--- config.mk ---
export PLATFORM = sky130hd
export DESIGN_NAME = sort_stream_n
export DESIGN_NICKNAME = d
export VERILOG_FILES = /design/src/rtl/sort_stream_n.sv
export SDC_FILE = /design/constraint.sdc
export NUM_CORES = 2
export LEC_CHECK = 0
export BUFFER_PORTS_ARGS = -buffer_cell sky130_fd_sc_hd__buf_2
export CORE_MARGIN = 2
export CORE_UTILIZATION = 40
export CTS_CLUSTER_DIAMETER = 150
export DETAILED_ROUTE_END_ITERATION = 16
export PLACE_DENSITY = 0.58
export SYNTH_ARGS = -nofsm -noshare
export SYNTH_HDL_FRONTEND = slang
export SYNTH_SLANG_ARGS = --single-unit
--- constraint.sdc ---
create_clock -name axis_clk -period 4.61 [get_ports axis_clk]
set_input_delay 0.2305 -clock axis_clk [delete_from_list [all_inputs] [get_ports axis_clk]]
set_output_delay 0.2305 -clock axis_clk [all_outputs]
set_load 0.05 [all_outputs]
--- src/rtl/sort_stream_n.sv ---
// Streaming odd-even transposition sorter: AXI-Lite control, AXI-Stream in/out.
// Define SORT_STREAM_SIGNED_EN to make mode bit1 select two's-complement compare.
module sort_stream_n #(
    parameter int pADDR_WIDTH = 12,
    parameter int pDATA_WIDTH = 32,
    parameter int pDEPTH      = 16
) (
    input  logic                   axis_clk,
    input  logic                   axis_rst,
    input  logic                   awvalid,
    output logic                   awready,
    input  logic [pADDR_WIDTH-1:0] awaddr,
    input  logic                   wvalid,
    output logic                   wready,
    input  logic [pDATA_WIDTH-1:0] wdata,
    input  logic                   arvalid,
    output logic                   arready,
    input  logic [pADDR_WIDTH-1:0] araddr,
    output logic                   rvalid,
    input  logic                   rready,
    output logic [pDATA_WIDTH-1:0] rdata,
    input  logic                   ss_tvalid,
    output logic                   ss_tready,
    input  logic [pDATA_WIDTH-1:0] ss_tdata,
    input  logic                   ss_tlast,
    output logic                   sm_tvalid,
    input  logic                   sm_tready,
    output logic [pDATA_WIDTH-1:0] sm_tdata,
    output logic                   sm_tlast
);

    localparam int CW = $clog2(pDEPTH + 1);
    localparam int AW = $clog2(pDEPTH);
    localparam logic [CW-1:0]          DEPTH_N   = CW'(pDEPTH);
    localparam logic [pDATA_WIDTH-1:0] DEPTH_W   = pDATA_WIDTH'(pDEPTH);
    localparam logic [pADDR_WIDTH-1:0] ADDR_CTRL = pADDR_WIDTH'('h00);
    localparam logic [pADDR_WIDTH-1:0] ADDR_LEN  = pADDR_WIDTH'('h10);
    localparam logic [pADDR_WIDTH-1:0] ADDR_MODE = pADDR_WIDTH'('h14);

    typedef enum logic [1:0] {IDLE, LOAD, SORT, OUT} state_t;

    state_t                 state_q;
    logic [pDATA_WIDTH-1:0] buf_q [pDEPTH];
    logic [pDATA_WIDTH-1:0] buf_d [pDEPTH];
    logic [CW-1:0]          idx_q, n_q, pass_q, len_q;
    logic                   desc_q, done_q, short_q;
`ifdef SORT_STREAM_SIGNED_EN
    logic                   sgn_q;
`endif
    logic                   wr_ack_q, arready_q, rvalid_q, rd_ctrl_q;
    logic [pDATA_WIDTH-1:0] rdata_q, rd_val;
    logic [CW-1:0]          last_idx;
    logic                   wr_fire, rd_fire, r_fire;

    assign last_idx = n_q - CW'(1);
    assign wr_fire  = wr_ack_q & awvalid & wvalid;
    assign rd_fire  = arready_q & arvalid;
    assign r_fire   = rvalid_q & rready;

    function automatic logic outOfOrder(input logic [pDATA_WIDTH-1:0] a,
                                        input logic [pDATA_WIDTH-1:0] b);
        logic gt, lt;
        gt = (a > b);
        lt = (a < b);
`ifdef SORT_STREAM_SIGNED_EN
        if (sgn_q) begin
            gt = ($signed(a) > $signed(b));
            lt = ($signed(a) < $signed(b));
        end
`endif
        return desc_q ? lt : gt;
    endfunction

    // One compare-exchange stage; pass parity picks even or odd pairs, pairs beyond n stay put.
    always_comb begin
        buf_d = buf_q;
        for (int i = 0; i + 1 < pDEPTH; i++) begin
            if (((i % 2) == int'(pass_q[0])) && ((i + 1) < int'(n_q))) begin
                if (outOfOrder(buf_q[i], buf_q[i+1])) begin
                    buf_d[i]   = buf_q[i+1];
                    buf_d[i+1] = buf_q[i];
                end
            end
        end
    end

    always_comb begin
        rd_val = '0;
        if (araddr == ADDR_CTRL) begin
            rd_val[3:0] = {short_q, (state_q == IDLE), done_q, 1'b0};
        end else if (araddr == ADDR_LEN) begin
            rd_val[CW-1:0] = len_q;
        end else if (araddr == ADDR_MODE) begin
            rd_val[0] = desc_q;
`ifdef SORT_STREAM_SIGNED_EN
            rd_val[1] = sgn_q;
`endif
        end
    end

    always_ff @(posedge axis_clk) begin
        if (axis_rst) begin
            state_q   <= IDLE;
            for (int i = 0; i < pDEPTH; i++) buf_q[i] <= '0;
            idx_q     <= '0;
            n_q       <= DEPTH_N;
            pass_q    <= '0;
            len_q     <= DEPTH_N;
            desc_q    <= 1'b0;
`ifdef SORT_STREAM_SIGNED_EN
            sgn_q     <= 1'b0;
`endif
            done_q    <= 1'b0;
            short_q   <= 1'b0;
            wr_ack_q  <= 1'b0;
            arready_q <= 1'b1;
            rvalid_q  <= 1'b0;
            rd_ctrl_q <= 1'b0;
            rdata_q   <= '0;
        end else begin
            wr_ack_q <= awvalid && wvalid && !wr_ack_q;
            if (rd_fire) begin
                arready_q <= 1'b0;
                rvalid_q  <= 1'b1;
                rdata_q   <= rd_val;
                rd_ctrl_q <= (araddr == ADDR_CTRL);
            end
            if (r_fire) begin
                rvalid_q  <= 1'b0;
                arready_q <= 1'b1;
                if (rd_ctrl_q) done_q <= 1'b0;
            end
            if (wr_fire && state_q == IDLE) begin
                if (awaddr == ADDR_LEN) begin
                    len_q <= (wdata == '0) ? CW'(1) :
                             (wdata > DEPTH_W) ? DEPTH_N : wdata[CW-1:0];
                end
                if (awaddr == ADDR_MODE) begin
                    desc_q <= wdata[0];
`ifdef SORT_STREAM_SIGNED_EN
                    sgn_q  <= wdata[1];
`endif
                end
            end
            // A done set by the final output beat overrides a same-cycle clear-on-read.
            case (state_q)
                IDLE: if (wr_fire && awaddr == ADDR_CTRL && wdata[0]) begin
                    state_q <= LOAD;
                    done_q  <= 1'b0;
                    short_q <= 1'b0;
                    idx_q   <= '0;
                    n_q     <= len_q;
                end
                LOAD: if (ss_tvalid) begin
                    buf_q[idx_q[AW-1:0]] <= ss_tdata;
                    if (idx_q == last_idx) begin
                        state_q <= SORT;
                        pass_q  <= '0;
                    end else if (ss_tlast) begin
                        n_q     <= idx_q + CW'(1);
                        short_q <= 1'b1;
                        state_q <= SORT;
                        pass_q  <= '0;
                    end else begin
                        idx_q <= idx_q + CW'(1);
                    end
                end
                SORT: begin
                    buf_q <= buf_d;
                    if (pass_q == last_idx) begin
                        state_q <= OUT;
                        idx_q   <= '0;
                    end else begin
                        pass_q <= pass_q + CW'(1);
                    end
                end
                OUT: if (sm_tready) begin
                    if (idx_q == last_idx) begin
                        state_q <= IDLE;
                        done_q  <= 1'b1;
                    end else begin
                        idx_q <= idx_q + CW'(1);
                    end
                end
                default: state_q <= IDLE;
            endcase
        end
    end

    assign awready   = wr_ack_q;
    assign wready    = wr_ack_q;
    assign arready   = arready_q;
    assign rvalid    = rvalid_q;
    assign rdata     = rdata_q;
    assign ss_tready = (state_q == LOAD);
    assign sm_tvalid = (state_q == OUT);
    assign sm_tdata  = sm_tvalid ? buf_q[idx_q[AW-1:0]] : '0;
    assign sm_tlast  = sm_tvalid && (idx_q == last_idx);

endmodule
==> qor.json <==
{
  "grtUsageTotal": {"value": 33.3, "unit": "%"},
  "count_of_buffers_inserted_at_the_top_level_ports": {"value": 140},
  "synth_seq_area_share": {"value": 23.1, "unit": "%"},
  "grt_start_max_net_pins": {"value": 158},
  "end_kind": {"value": "flop"},
  "power.combinational.fraction": {"value": 32.7, "unit": "%"},
  "worst_voltage_drop_across_the_vdd_grid": {"value": 0.425, "unit": "mV"},
  "numCtsBuffers": {"value": 74},
  "netlist_area": {"value": 0.0473, "unit": "mm2"},
  "synth-compound-area-share": {"value": 30.3, "unit": "%"},
  "power.internal": {"value": 10000, "unit": "uW"},
  "setup_tns": {"value": 0, "unit": "ns"},
  "worst_hold_path_type": {"value": "primary input to flop"},
  "post_drt_wl_per_cell": {"value": 27.4, "unit": "um"},
  "max_freq": {"value": 0.222, "unit": "GHz"},
  "clock_tree.root_cell": {"value": "sky130_fd_sc_hd__clkbuf_16"},
  "die_area": {"value": 0.121, "unit": "mm2"},
  "first_global_vias": {"value": 45500},
  "tightestPinTransition": {"value": 1.29, "unit": "ns"},
  "cts_max_level": {"value": 3},
  "grt_setup_unrepaired": {"value": "false"},
  "postSynthRegisterBits": {"value": 546},
  "timing.final.crit_period": {"value": 4.50, "unit": "ns"},
  "synthCells": {"value": 6040},
  "synth_async_sr_flop_share": {"value": 0, "unit": "%"},
  "cp_data_arrival_time": {"value": 5.00, "unit": "ns"},
  "post-cts-setup-buffer-count": {"value": 0},
  "power.share.switching": {"value": 39.2, "unit": "%"},
  "area_growth": {"value": 10.8, "unit": "%"},
  "avg_cell_area_syn": {"value": 7.83, "unit": "um2"},
  "max_slew_headroom_at_the_worst_pin": {"value": 13.8, "unit": "%"},
  "total_cell_area_at_the_placement_stage": {"value": 0.0498, "unit": "mm2"},
  "clock_sinks": {"value": 546},
  "worst_case_clock_skew": {"value": 0.0324, "unit": "ns"},
  "seqPwrFrac": {"value": 30.5, "unit": "%"},
  "finish.net_count": {"value": 6570},
  "initial_core_util": {"value": 40.2, "unit": "%"},
  "totalWireLength": {"value": 208000, "unit": "um"},
  "drv.max_cap_violation_count": {"value": 0},
  "total_switching_power": {"value": 6480, "unit": "uW"},
  "clockPowerShare": {"value": 36.7, "unit": "%"},
  "combinational_family_with_the_most_area_after_synthesis": {"value": "compound AO/OA/AOI/OAI gates"},
  "ys_types": {"value": 89},
  "timing.final.crit_share": {"value": 97.7, "unit": "%"},
  "synth.mux.area_fraction": {"value": 11.9, "unit": "%"},
  "floorplan.io_pins": {"value": 168},
  "ys_dominant_reg_cell": {"value": "sky130_fd_sc_hd__dfxtp_1"},
  "p_leak": {"value": 0.0204, "unit": "uW"},
  "rows": {"value": 126},
  "finalMaxSlewViolations": {"value": 0},
  "setup_viol": {"value": 0},
  "drt_iter0_drc": {"value": 5271},
  "cts.path.max_buffers": {"value": 3},
  "hpwl": {"value": 154000, "unit": "um"},
  "final_design_area_no_fill": {"value": 0.0524, "unit": "mm2"},
  "routed-via-count": {"value": 48700},
  "overflow": {"value": 0},
  "die-height": {"value": 348, "unit": "um"},
  "synth_warn": {"value": 0},
  "synth_xor_xnor_area_share": {"value": 0.373, "unit": "%"},
  "tritoncts_clock_tree": {"value": "yes"},
  "synth-edff-count": {"value": 0},
  "final_antenna_net_count": {"value": 0},
  "grt_antenna_before_repair": {"value": 11},
  "core_region_area": {"value": 0.118, "unit": "mm2"},
  "synthAdderAreaFrac": {"value": 13.0, "unit": "%"},
  "netlist.area_leader.share": {"value": 23.1, "unit": "%"},
  "gp_congestion": {"value": 1.00},
  "clk_latency": {"value": 0.67, "unit": "ns"},
  "fillCellCount": {"value": 11800},
  "netlist_top_cells_area": {"value": "sky130_fd_sc_hd__dfxtp_1 23%, sky130_fd_sc_hd__ha_1 13%, sky130_fd_sc_hd__a21oi_1 8.6%"},
  "worst-endpoint-required": {"value": 5.10, "unit": "ns"},
  "remaining_drc_errors": {"value": 0},
  "multiInputGateArea": {"value": 0.0327, "unit": "mm2"},
  "synth_simple_gate_area_share": {"value": 13.0, "unit": "%"},
  "status": {"value": "complete, no violations"},
  "worstSetupPathType": {"value": "flop to flop"},
  "dr.pass1.iters": {"value": 7},
  "clk_pin_slew": {"value": 0.06, "unit": "ns"},
  "pwr_density_cell": {"value": 315, "unit": "mW/mm2"},
  "cp_max_fo": {"value": 48},
  "worst_hold_slack": {"value": 0.0398, "unit": "ns"},
  "finalHoldViolCount": {"value": 0},
  "seqCellArea": {"value": 0.0109, "unit": "mm2"},
  "synth_top_cell_by_area": {"value": "sky130_fd_sc_hd__dfxtp_1"},
  "post_drt_via_cell_ratio": {"value": 6.43},
  "drive_above_1_share": {"value": 11.5, "unit": "%"},
  "floorplan.die.width": {"value": 348, "unit": "um"},
  "worst_setup_path_start_kind": {"value": "flop"},
  "global_route_wire_length_before_repair": {"value": 306000, "unit": "um"}
}
## final cells by class
| cell class | instances | share of cell area (%) |
|---|---|---|
| multi-input combinational | 4534 | 62.4 |
| clock buffer | 108 | 4.20 |
| sequential | 546 | 20.9 |
| timing repair buffer | 322 | 4.74 |
| clock inverter | 21 | 0.461 |
| tap | 1536 | 3.67 |
| inverter | 504 | 3.62 |
| antenna | 2 | 0.00955 |
## cells by family (layout without fill, tap and decap cells)
logic type               Yosys count  after routing
other                              1             29
AND/OR/NAND/NOR                 1359           1359
AO/OA/AOI/OAI                   2279           2279
flip-flops                       546            546
XOR/XNOR                          17             17
buffers and inverters            986            955
multiplexers                     361            361
adder cells (fa/ha/maj)          491            491
## path summary, 6_finish.rpt
kind | depth (start not counted) | slack (ns) | from | to
max | 13 | 0.11 | buf_q[43]$_SDFFE_PP0P_ | buf_q[86]$_SDFFE_PP0P_
min | 3 | 0.04 | ss_tdata[22] | buf_q[22]$_SDFFE_PP0P_
max reg2reg | 13 | 0.11 | buf_q[43]$_SDFFE_PP0P_ | buf_q[86]$_SDFFE_PP0P_
min reg2reg | 1 | 0.48 | awready$_SDFF_PP0_ | awready$_SDFF_PP0_
## flip-flops by register name, indices dropped and copies added (netlist names)
register   flops
rvalid         1
idx_q          5
rdata          5
arready        1
state_q        2
awready        1
pass_q         5
done_q         1
desc_q         1
short_q        1
n_q            5
buf_q        512
rd_ctrl_q      1
len_q          5
## layer usage
metal / track usage (%) / wire, um / up-vias
li1: - / - / 22300
met5: 0 / 96 / -
met3: 6.59 / 17500 / 505
met2: 49.2 / 87600 / 2281
met4: 21.5 / 15500 / 16
met1: 44.2 / 87200 / 23500
## power groups by stage
stage / sequential (uW) / clock [uW] / combinational (uW)
after floorplan: 5040 / 0 / 3210
after global placement: 5140 / 0 / 5190
after detailed placement: 5140 / 0 / 5220
after CTS: 5040 / 6120 / 5240
after global routing: 5060 / 6290 / 5660
final: 5040 / 6070 / 5410
## worst max-delay path, cell delays in order (launching register included)
cell and delay, ns:
sky130_fd_sc_hd__dfxtp_1 0.48, sky130_fd_sc_hd__inv_1 0.13, sky130_fd_sc_hd__ha_1 0.34, sky130_fd_sc_hd__nand4_1 0.15, sky130_fd_sc_hd__nor4_1 0.71, sky130_fd_sc_hd__buf_4 0.23, sky130_fd_sc_hd__a21boi_0 0.18, sky130_fd_sc_hd__o31ai_1 0.19
sky130_fd_sc_hd__o211ai_1 0.38, sky130_fd_sc_hd__mux2i_4 0.33, sky130_fd_sc_hd__buf_4 0.55, sky130_fd_sc_hd__o21ai_0 0.30, sky130_fd_sc_hd__o221ai_1 0.22, sky130_fd_sc_hd__a311oi_1 0.12
## synthesized netlist by cell type (all sizes together), types with 5 or more instances
cell     instances
o21a            26
a211oi         136
and2            79
or3             11
xor2             6
o221a           64
o31a            50
or2              9
inv            503
a21oi          815
o221ai          80
a2111oi          6
a2111o          13
and4            12
o211a           11
ha             491
buf            147
nor3            29
nor2b           49
mux2i          193
nand3           70
o22ai           58
dfxtp          546
nand2b           9
a22oi            7
mux2             8
a21boi           6
o211ai          45
nand2          345
o311a            9
a221o            5
mux4           160
nor2           593
a311oi          26
a221oi          57
xnor2            9
a31oi           47
nand4          105
o31ai           13
o311ai         124
o21ai          586
clkbuf         335
a21o            68
or4              8
nor4            28
## cell usage in the layout (no fill, tap or decap), types with 77 or more instances in the layout
cell | Yosys | layout
sky130_fd_sc_hd__o311ai_0 | 124 | 124
sky130_fd_sc_hd__nor2_1 | 591 | 585
sky130_fd_sc_hd__o21ai_0 | 562 | 561
sky130_fd_sc_hd__inv_1 | 502 | 502
sky130_fd_sc_hd__clkbuf_16 | 0 | 77
sky130_fd_sc_hd__nand2_1 | 345 | 343
sky130_fd_sc_hd__buf_2 | 59 | 139
sky130_fd_sc_hd__ha_1 | 491 | 490
sky130_fd_sc_hd__nand4_1 | 105 | 105
sky130_fd_sc_hd__dfxtp_1 | 546 | 542
sky130_fd_sc_hd__o221ai_1 | 80 | 80
sky130_fd_sc_hd__mux4_2 | 160 | 160
sky130_fd_sc_hd__buf_4 | 40 | 135
sky130_fd_sc_hd__a21oi_1 | 814 | 813
sky130_fd_sc_hd__a211oi_1 | 136 | 136
sky130_fd_sc_hd__mux2i_1 | 191 | 187
## metrics by stage
step                instances  power (uW)  setup WS, ns  utilization [%]
finish                   7573       16500         0.106             44.5
global route             7571       17000        0.0684             44.5
CTS                      7571       16400         0.366             44.5
detailed placement       7424       10400         0.392             42.3
global placement         7424       10300         0.435             42.3
floorplan                6066        8250          1.54                -
## repair_timing
item                                    in CTS  in global routing
gates resized for setup                      0                  1
hold buffers                                18                  0
hold endpoints to repair                    15                  0
endpoints found under the setup margin       0                  5
(Power assumes the default switching activity.)
